[src/rtl/bcd_pkg.sv]
// Shared types and constants for the sequential binary-to-BCD converter.
`timescale 1ns/1ps
package bcd_pkg;

    typedef enum logic [1:0] {IDLE, SHIFT, DONE} state_e;

    localparam int BIN_W_DEF  = 14;
    localparam int DIGITS_DEF = 4;
    localparam int BCD_W      = DIGITS_DEF * 4;

    function automatic int bcd_w(input int digits);
        return digits * 4;
    endfunction

    function automatic int cnt_w(input int bin_w);
        return $clog2(bin_w + 1);
    endfunction

    function automatic longint unsigned pow10(input int n);
        longint unsigned p;
        p = 1;
        for (int i = 0; i < n; i++) begin
            p = p * 10;
        end
        return p;
    endfunction

endpackage

[src/rtl/bcd_digit_adj.sv]
// Double-dabble digit correction: add 3 to a BCD digit that is 5 or more.
`timescale 1ns/1ps
module bcd_digit_adj (
    input  logic [3:0] d_i,
    output logic [3:0] d_o
);

    // 4-bit wrap is intentional; a valid digit plus 3 never exceeds 12
    assign d_o = (d_i >= 4'd5) ? d_i + 4'd3 : d_i;

endmodule

[src/rtl/bin_to_bcd_seq.sv]
// Iterative double-dabble binary-to-BCD converter with valid/ready input.
// Define BCD_OVF_SAT_EN to saturate the digits to all nines on overflow.
`timescale 1ns/1ps
module bin_to_bcd_seq
    import bcd_pkg::*;
#(
    parameter int BIN_W  = BIN_W_DEF,
    parameter int DIGITS = DIGITS_DEF
) (
    input  logic             clk,
    input  logic             rst_n,
    input  logic [BIN_W-1:0] bin_in,
    input  logic             in_valid,
    output logic             in_ready,
    output logic [3:0]       dig3,
    output logic [3:0]       dig2,
    output logic [3:0]       dig1,
    output logic [3:0]       dig0,
    output logic             out_valid,
    output logic             ovf
);

    localparam int               ACC_W   = bcd_w(DIGITS);
    localparam int               CW      = cnt_w(BIN_W);
    localparam longint unsigned  OVF_LIM = pow10(DIGITS);

    state_e                   state_q, state_d;
    logic [BIN_W-1:0]         bin_q, bin_d;
    logic [ACC_W-1:0]         bcd_q, bcd_d;
    logic [CW-1:0]            cnt_q, cnt_d;
    logic                     ovfc_q, ovfc_d;
    logic [ACC_W-1:0]         dig_q, dig_d;
    logic                     ovf_q, ovf_d;
    logic                     vld_q, vld_d;

    logic [ACC_W-1:0]         bcd_adj;
    logic [ACC_W+BIN_W-1:0]   shifted;

    for (genvar g = 0; g < DIGITS; g++) begin : g_adj
        bcd_digit_adj u_adj (
            .d_i (bcd_q[g*4 +: 4]),
            .d_o (bcd_adj[g*4 +: 4])
        );
    end

    // Top accumulator bit falls off here, which yields the modulo result
    assign shifted = {bcd_adj, bin_q} << 1;

    always_ff @(posedge clk or negedge rst_n) begin
        if (!rst_n) begin
            state_q <= IDLE;
            bin_q   <= '0;
            bcd_q   <= '0;
            cnt_q   <= '0;
            ovfc_q  <= 1'b0;
            dig_q   <= '0;
            ovf_q   <= 1'b0;
            vld_q   <= 1'b0;
        end else begin
            state_q <= state_d;
            bin_q   <= bin_d;
            bcd_q   <= bcd_d;
            cnt_q   <= cnt_d;
            ovfc_q  <= ovfc_d;
            dig_q   <= dig_d;
            ovf_q   <= ovf_d;
            vld_q   <= vld_d;
        end
    end

    always_comb begin
        state_d  = state_q;
        bin_d    = bin_q;
        bcd_d    = bcd_q;
        cnt_d    = cnt_q;
        ovfc_d   = ovfc_q;
        dig_d    = dig_q;
        ovf_d    = ovf_q;
        vld_d    = 1'b0;
        in_ready = 1'b0;
        case (state_q)
            IDLE: begin
                in_ready = 1'b1;
                if (in_valid) begin
                    bin_d   = bin_in;
                    bcd_d   = '0;
                    cnt_d   = CW'(BIN_W);
                    ovfc_d  = (64'(bin_in) >= OVF_LIM);
                    state_d = SHIFT;
                end
            end
            SHIFT: begin
                bcd_d = shifted[ACC_W+BIN_W-1:BIN_W];
                bin_d = shifted[BIN_W-1:0];
                cnt_d = cnt_q - CW'(1);
                if (cnt_q == CW'(1)) begin
                    state_d = DONE;
                end
            end
            DONE: begin
`ifdef BCD_OVF_SAT_EN
                dig_d = ovfc_q ? {DIGITS{4'h9}} : bcd_q;
`else
                dig_d = bcd_q;
`endif
                ovf_d   = ovfc_q;
                vld_d   = 1'b1;
                state_d = IDLE;
            end
            default: state_d = IDLE;
        endcase
    end

    // out_valid is registered so it rises on the same edge as the digits
    assign dig3      = dig_q[15:12];
    assign dig2      = dig_q[11:8];
    assign dig1      = dig_q[7:4];
    assign dig0      = dig_q[3:0];
    assign ovf       = ovf_q;
    assign out_valid = vld_q;

endmodule

[config.mk]
export PLATFORM = sky130hd
export DESIGN_NAME = bin_to_bcd_seq
export DESIGN_NICKNAME = d
export VERILOG_FILES = /design/src/rtl/bcd_pkg.sv /design/src/rtl/bcd_digit_adj.sv /design/src/rtl/bin_to_bcd_seq.sv
export SDC_FILE = /design/constraint.sdc
export NUM_CORES = 1
export LEC_CHECK = 0
export CAP_MARGIN = 30
export CORE_MARGIN = 2
export CORE_UTILIZATION = 40
export CTS_CLUSTER_DIAMETER = 150
export DETAILED_ROUTE_END_ITERATION = 16
export PLACE_DENSITY = 0.7
export SYNTH_ARGS = -nofsm -noshare
export SYNTH_HDL_FRONTEND = slang
export SYNTH_SLANG_ARGS = --single-unit
[constraint.sdc]
create_clock -name clk -period 1.6 [get_ports clk]
set_input_delay 0.32 -clock clk [delete_from_list [all_inputs] [get_ports clk]]
set_output_delay 0.32 -clock clk [all_outputs]
set_load 0.1 [all_outputs]
==> results.py, run 1 <==
metrics = {
    "logic_synthesis": {
        "synthFlopType": "dfrtp_1",
        "yosysUniqueCellTypes": 38,
        "yosys_warnings": 0,
        "syn_avg_cell_area_sq_um": 10.6,
        "syn-num-nets": 277,
        "syn-instance-count": 250,
        "synth_edf_count": 0,
        "ys_seq_elements": 55,
        "ys_seq_area_share_pct": 52.1,
        "syn-cell-area_sq_mm": 0.00264,
        "async_flop_share_pct": 100,
    },
    "grt": {
        "overflow": 0,
        "grt_usage_pct": 16.2,
        "antenna_found_initial": 0,
        "grt_max_degree": 56,
        "grt_pass1_vias": 2064,
        "grt_first_pass_wirelength_um": 9490,
    },
    "final_layout": {
        "synthToLayoutAreaGrowth_pct": 30.5,
        "nets": 324,
        "fin_area_sq_mm": 0.00345,
        "n_antenna_cell": 0,
        "n_fill_cell": 531,
        "drive_gt1_share_pct": 17.8,
        "final_cell_mix": "dfrtp_1 (54), nand2_1 (41), o21ai_0 (30)",
        "final_common_cell": "dfrtp_1",
    },
    "worst_hold_path": {
        "hp-class": "flop to flop",
    },
    "timing": {
        "max-slew-margin-rel_pct": 76.3,
        "clock.fmax_ghz": 0.650,
        "fin_crit_ns": 1.54,
        "drv_slew": 0,
        "fin_worst_skew_ns": 0.0163,
        "setup_viol": 0,
        "rsz0062_at_grt": "yes",
        "min_period_over_period_pct": 96.2,
        "finalHoldViolCount": 0,
        "worstMarginPinSlew_ns": 0.355,
    },
    "clock_tree": {
        "cts_buffers": 5,
        "path_clk_slew_ns": 0.09,
        "clock_sinks": 55,
        "clk_path_buf_depth": 2,
        "clkLatencyLatePin_ns": 0.31,
        "h-tree-depth": 2,
        "cts_tree": "built",
        "root_buffer": "clkbuf_8",
    },
    "critical_path": {
        "start_kind": "flop",
        "cp_top_family": "flip-flops",
        "path_class": "flop to output pin",
        "cp_slowest_cell": "dfrtp_2",
        "path_cells": "buf_4 > nor2_4 > buf_12",
        "worstPathMaxFanout": 7,
        "path_buf_inv": 2,
        "worstPathArrival_ns": 1.22,
        "crit_path_end_kind": "output pin",
        "max_stage_delay_ns": 0.45,
        "cp.required_ns": 1.28,
    },
    "power_and_ir_drop": {
        "p_leak_uw": 0.00151,
        "total_power_uw": 7170,
        "peakVddDrop_uv": 1000,
        "powerDensity_mw_per_mm2": 2080,
    },
    "floorplan": {
        "core_sq_mm": 0.00639,
        "rows": 29,
        "die-area_sq_mm": 0.00728,
        "die_h_um": 85.3,
        "io_pins": 36,
        "start_util_pct": 41.4,
        "die_w_um": 85.3,
    },
    "placement": {
        "dp_hpwl_um": 3830,
        "place.port_buffers": 35,
        "gp_congestion": 0.815,
        "placed_cell_area_sq_mm": 0.00331,
    },
    "route": {
        "routed_via_density": 5.26,
        "drt-total-wl_um": 5360,
        "drtAntennaViolNets": 0,
        "wl_per_cell_um": 14.3,
        "drt_iter0_markers": 69,
        "firstDrtPassIters": 4,
        "drc": 0,
        "vias": 1969,
    },
    "status": {
        "status": "finished, final reports clean",
    },
    "run": {
        "cap_violations": 0,
    },
}
## what timing repair did
action                                 in CTS  in global routing
cloned                                      0                  0
endpoints found under the hold margin      14                  0
buffers inserted                            0                  4
hold buffers                                1                  0
setup endpoints to repair                   1                  5
pin swaps                                   0                  0
resized for setup                           1                  2
## logic make-up (layout without fill, tap and decap cells)
kind of cell | Yosys count | count (layout) | share of synthesized area, %
compound gates | 78 | 78 | 20.0
simple gates | 58 | 58 | 10.6
flops | 55 | 55 | 52.1
buf+inv | 33 | 80 | 6.72
mux | 13 | 13 | 4.97
fa+ha+maj | 10 | 10 | 4.73
xor+xnor | 3 | 3 | 0.994
## final cells by class
class	count	area [sq um]	area share [%]
clock buffers	6	72.6	2.10
clock inverters	1	30.0	0.870
inverters	19	71.3	2.07
multi-input cells	162	1100	31.8
flip-flops and latches	55	1380	39.9
well taps	77	96.3	2.79
repair buffers	54	706	20.4
## sequential cells by signal (all words and copies together) (netlist names)
register / flops
bcd_q: 16
dig_q: 16
bin_q: 14
cnt_q: 4
state_q: 2
out_valid: 1
ovf: 1
ovfc_q: 1
## through the flow
step	std cells	setup TNS, ns	util [%]	setup WS (ns)	hold slack [ns]
6_report	374	0	54.0	0.0606	0.488
3_3_place_gp	362	-0.269	51.8	-0.0888	0.338
5_1_grt	374	-0.00906	54.0	-0.00906	0.515
4_1_cts	370	0	53.6	0.0126	0.492
3_5_place_dp	362	-1.48	51.8	-0.155	0.338
2_1_floorplan	250	0	-	0.144	0.0244
## final timing paths
check	from	to	slack, ns	cells past startpoint
worst max register to register	bcd_q[1]	bcd_q[2]	0.12	5
worst max-delay path	state_q[0]	in_ready	0.06	3
worst min register to register	bin_q[13]	bcd_q[0]	0.49	2
min in group asynchronous	rst_n	dig_q[4]	0.52	3
worst min-delay path	bin_q[13]	bcd_q[0]	0.49	2
max in group asynchronous	rst_n	state_q[0]	0.79	3
## synthesized netlist by cell type, types with 5 or more instances
cell	number	area [sq um]
buf_2	6	30.0
o2111ai_1	8	70.1
nand2_1	41	154
mux2i_1	12	120
inv_1	19	71.3
o31ai_1	5	37.5
dfrtp_1	55	1380
o21ai_1	7	35.0
o21ai_0	30	150
ha_1	10	125
## where the power goes
part	internal, uW	switching [uW]	total, uW
Sequential	1880	414	2300
Combinational	1590	2400	3990
Clock	459	429	888
Total	3930	3240	7170
## metal layers
layer / global-route usage [%] / share of wire, % / wire length, um / vias to the layer above
li1: - / - / - / 983
met1: 21.2 / 45 / 2410 / 941
met2: 26.2 / 50 / 2690 / 34
met3: 3.02 / 2.8 / 151 / 11
met4: 6.93 / 2.1 / 112 / 0
met5: 0 / 0 / 0 / -
## worst register-to-register path: stages, from the launching register on
cell and delay, ns:
dfrtp_1 0.38, inv_1 0.09, ha_1 0.22, nor2b_1 0.17, o21a_1 0.21, o311ai_0 0.29
(Power assumes the default switching activity.)
==> run 2: changes to the inputs <==
--- a/config.mk
+++ b/config.mk
@@ -6,11 +6,13 @@
 export NUM_CORES = 1
 export LEC_CHECK = 0
 export CAP_MARGIN = 30
+export CELL_PAD_IN_SITES_DETAIL_PLACEMENT = 0
+export CELL_PAD_IN_SITES_GLOBAL_PLACEMENT = 1
 export CORE_MARGIN = 2
 export CORE_UTILIZATION = 40
 export CTS_CLUSTER_DIAMETER = 150
 export DETAILED_ROUTE_END_ITERATION = 16
-export PLACE_DENSITY = 0.7
+export PLACE_DENSITY = 0.84
 export SYNTH_ARGS = -nofsm -noshare
 export SYNTH_HDL_FRONTEND = slang
 export SYNTH_SLANG_ARGS = --single-unit
==> results.py, run 2 (same netlist as run 1, synthesis figures left out) <==
metrics = {
    "grt": {
        "overflow": 0,
        "grt_usage_pct": 16.3,
        "grt_pass1_vias": 2020,
        "antenna_found_initial": 0,
        "grt_max_degree": 56,
        "grt_first_pass_wirelength_um": 9600,
    },
    "placement": {
        "placed_cell_area_sq_mm": 0.00331,
        "place.port_buffers": 35,
        "gp_congestion": 0.811,
        "pre_cts_ws_ns": -0.112,
        "dp_hpwl_um": 3930,
    },
    "route": {
        "drt-total-wl_um": 5450,
        "drc": 0,
        "firstDrtPassIters": 4,
        "wl_per_cell_um": 14.6,
        "vias": 2019,
        "drtAntennaViolNets": 0,
        "routed_via_density": 5.40,
        "drt_iter0_markers": 162,
    },
    "timing": {
        "layout_setup_ws_ns": 0.0581,
        "min_period_over_period_pct": 96.4,
        "rsz0062_at_grt": "yes",
        "drv_slew": 0,
        "max-slew-margin-rel_pct": 75.7,
        "fin_tns_setup_ns": 0,
        "worstMarginPinSlew_ns": 0.365,
        "finalHoldViolCount": 0,
        "clock.fmax_ghz": 0.649,
        "fin_worst_skew_ns": 0.00784,
        "fin_crit_ns": 1.54,
        "setup_viol": 0,
    },
    "floorplan": {
        "rows": 29,
        "die_h_um": 85.3,
        "core_sq_mm": 0.00639,
        "die_w_um": 85.3,
        "start_util_pct": 41.4,
        "io_pins": 36,
        "die-area_sq_mm": 0.00728,
    },
    "clock_tree": {
        "cts_buffers": 5,
        "path_clk_slew_ns": 0.10,
        "clock_sinks": 55,
        "cts_hold_buf": 0,
        "clk_path_buf_depth": 2,
        "clkLatencyLatePin_ns": 0.30,
        "h-tree-depth": 2,
        "root_buffer": "clkbuf_8",
        "cts_tree": "built",
    },
    "final_layout": {
        "synthToLayoutAreaGrowth_pct": 30.4,
        "n_fill_cell": 567,
        "final_common_cell": "dfrtp_1",
        "fin_area_sq_mm": 0.00345,
        "multiInputGateArea_sq_mm": 0.00112,
        "reg.largest.list": "bcd_q (16), dig_q (16), bin_q (14)",
        "final_cell_mix": "dfrtp_1 (54), nand2_1 (41), o21ai_0 (30)",
        "n_antenna_cell": 0,
        "drive_gt1_share_pct": 19.5,
        "nets": 323,
        "utilization_pct": 54.0,
        "seq_area_sq_mm": 0.00138,
    },
    "critical_path": {
        "crit_path_end_kind": "output pin",
        "path_class": "flop to output pin",
        "worstPathMaxFanout": 5,
        "cp.required_ns": 1.28,
        "cp_slowest_cell": "dfrtp_2",
        "path_cells": "buf_6 > nor2_4 > buf_12",
        "max_stage_delay_ns": 0.46,
        "worstPathArrival_ns": 1.22,
        "start_kind": "flop",
    },
    "worst_hold_path": {
        "hp-class": "input pin to async pin",
    },
    "power_and_ir_drop": {
        "share_seq_of_total_power_pct": 32.4,
        "switching_share_pct": 46.4,
        "p_leak_uw": 0.00150,
        "p_switching_uw": 3290,
        "comb_power_share_pct": 57.1,
        "p_int_uw": 3800,
        "peakVddDrop_uv": 1070,
        "clock_power_share_pct": 10.5,
        "powerDensity_mw_per_mm2": 2060,
    },
    "status": {
        "status": "finished, final reports clean",
    },
    "run": {
        "cap_violations": 0,
    },
}
run 2: cell types whose count changed in the layout (fill, tap and decap cells not counted), sizes merged:
cell	change
bufinv	-1
dlygate4sd3	-1
clkinv	+1
clkinvlp	+1
run 2: worst max-delay path: cells and delay by family, from the launching register on:
family / cells / cell delay [ns]
buf+inv: 2 / 0.33
flops: 1 / 0.46
simple gates: 1 / 0.13
run 2: power groups by stage:
stage | logic, uW | registers [uW] | clock network [uW]
after floorplan | 1830 | 3120 | 0
after global placement | 3800 | 2300 | 0
after detailed placement | 3910 | 2330 | 0
after CTS | 3920 | 2300 | 767
after global routing | 4410 | 2370 | 833
final | 4050 | 2300 | 746
run 2: timing repair:
action                                  4_1_cts  5_1_grt
endpoints found under the hold margin         0        0
endpoints found under the setup margin        1        7
resized for setup                             1        9
setup buffers                                 0        3
pin swaps                                     0        1
run 2: path summary, 6_finish.rpt:
check	end	depth (start not counted)	slack, ns	start
setup / recovery	in_ready	3	0.06	state_q[0]
hold / removal	bcd_q[5]	2	0.003	rst_n
setup reg to reg	bcd_q[1]	5	0.09	bcd_q[0]
hold reg to reg	bin_q[13]	2	0.49	bin_q[13]
max in group asynchronous	state_q[0]	2	1.34	rst_n
min in group clk	bin_q[13]	2	0.49	bin_q[13]
run 2: area by class of cell:
type	count	area share (%)
clock inverter	2	0.363
sequential	55	40.0
timing repair buffer	53	20.3
tap	77	2.79
clock buffer	6	2.11
inverter	19	2.07
multi-input combinational	162	32.4
run 2: metal layers:
| metal | part of all wire [%] | global-route usage [%] | vias to the layer above |
|---|---|---|---|
| li1 | - | - | 980 |
| met1 | 45 | 21.5 | 993 |
| met2 | 52 | 27.3 | 42 |
| met3 | 2.4 | 2.33 | 4 |
| met4 | 1.0 | 5.92 | 0 |
| met5 | 0 | 0 | - |
run 2: per-stage QoR:
step                instances  power [uW]  hold slack [ns]
finish                    374        7090          0.00308
global route              374        7610           0.0163
CTS                       371        6990           0.0118
detailed placement        363        6240            0.346
global placement          363        6110            0.340
floorplan                 250        4960           0.0244
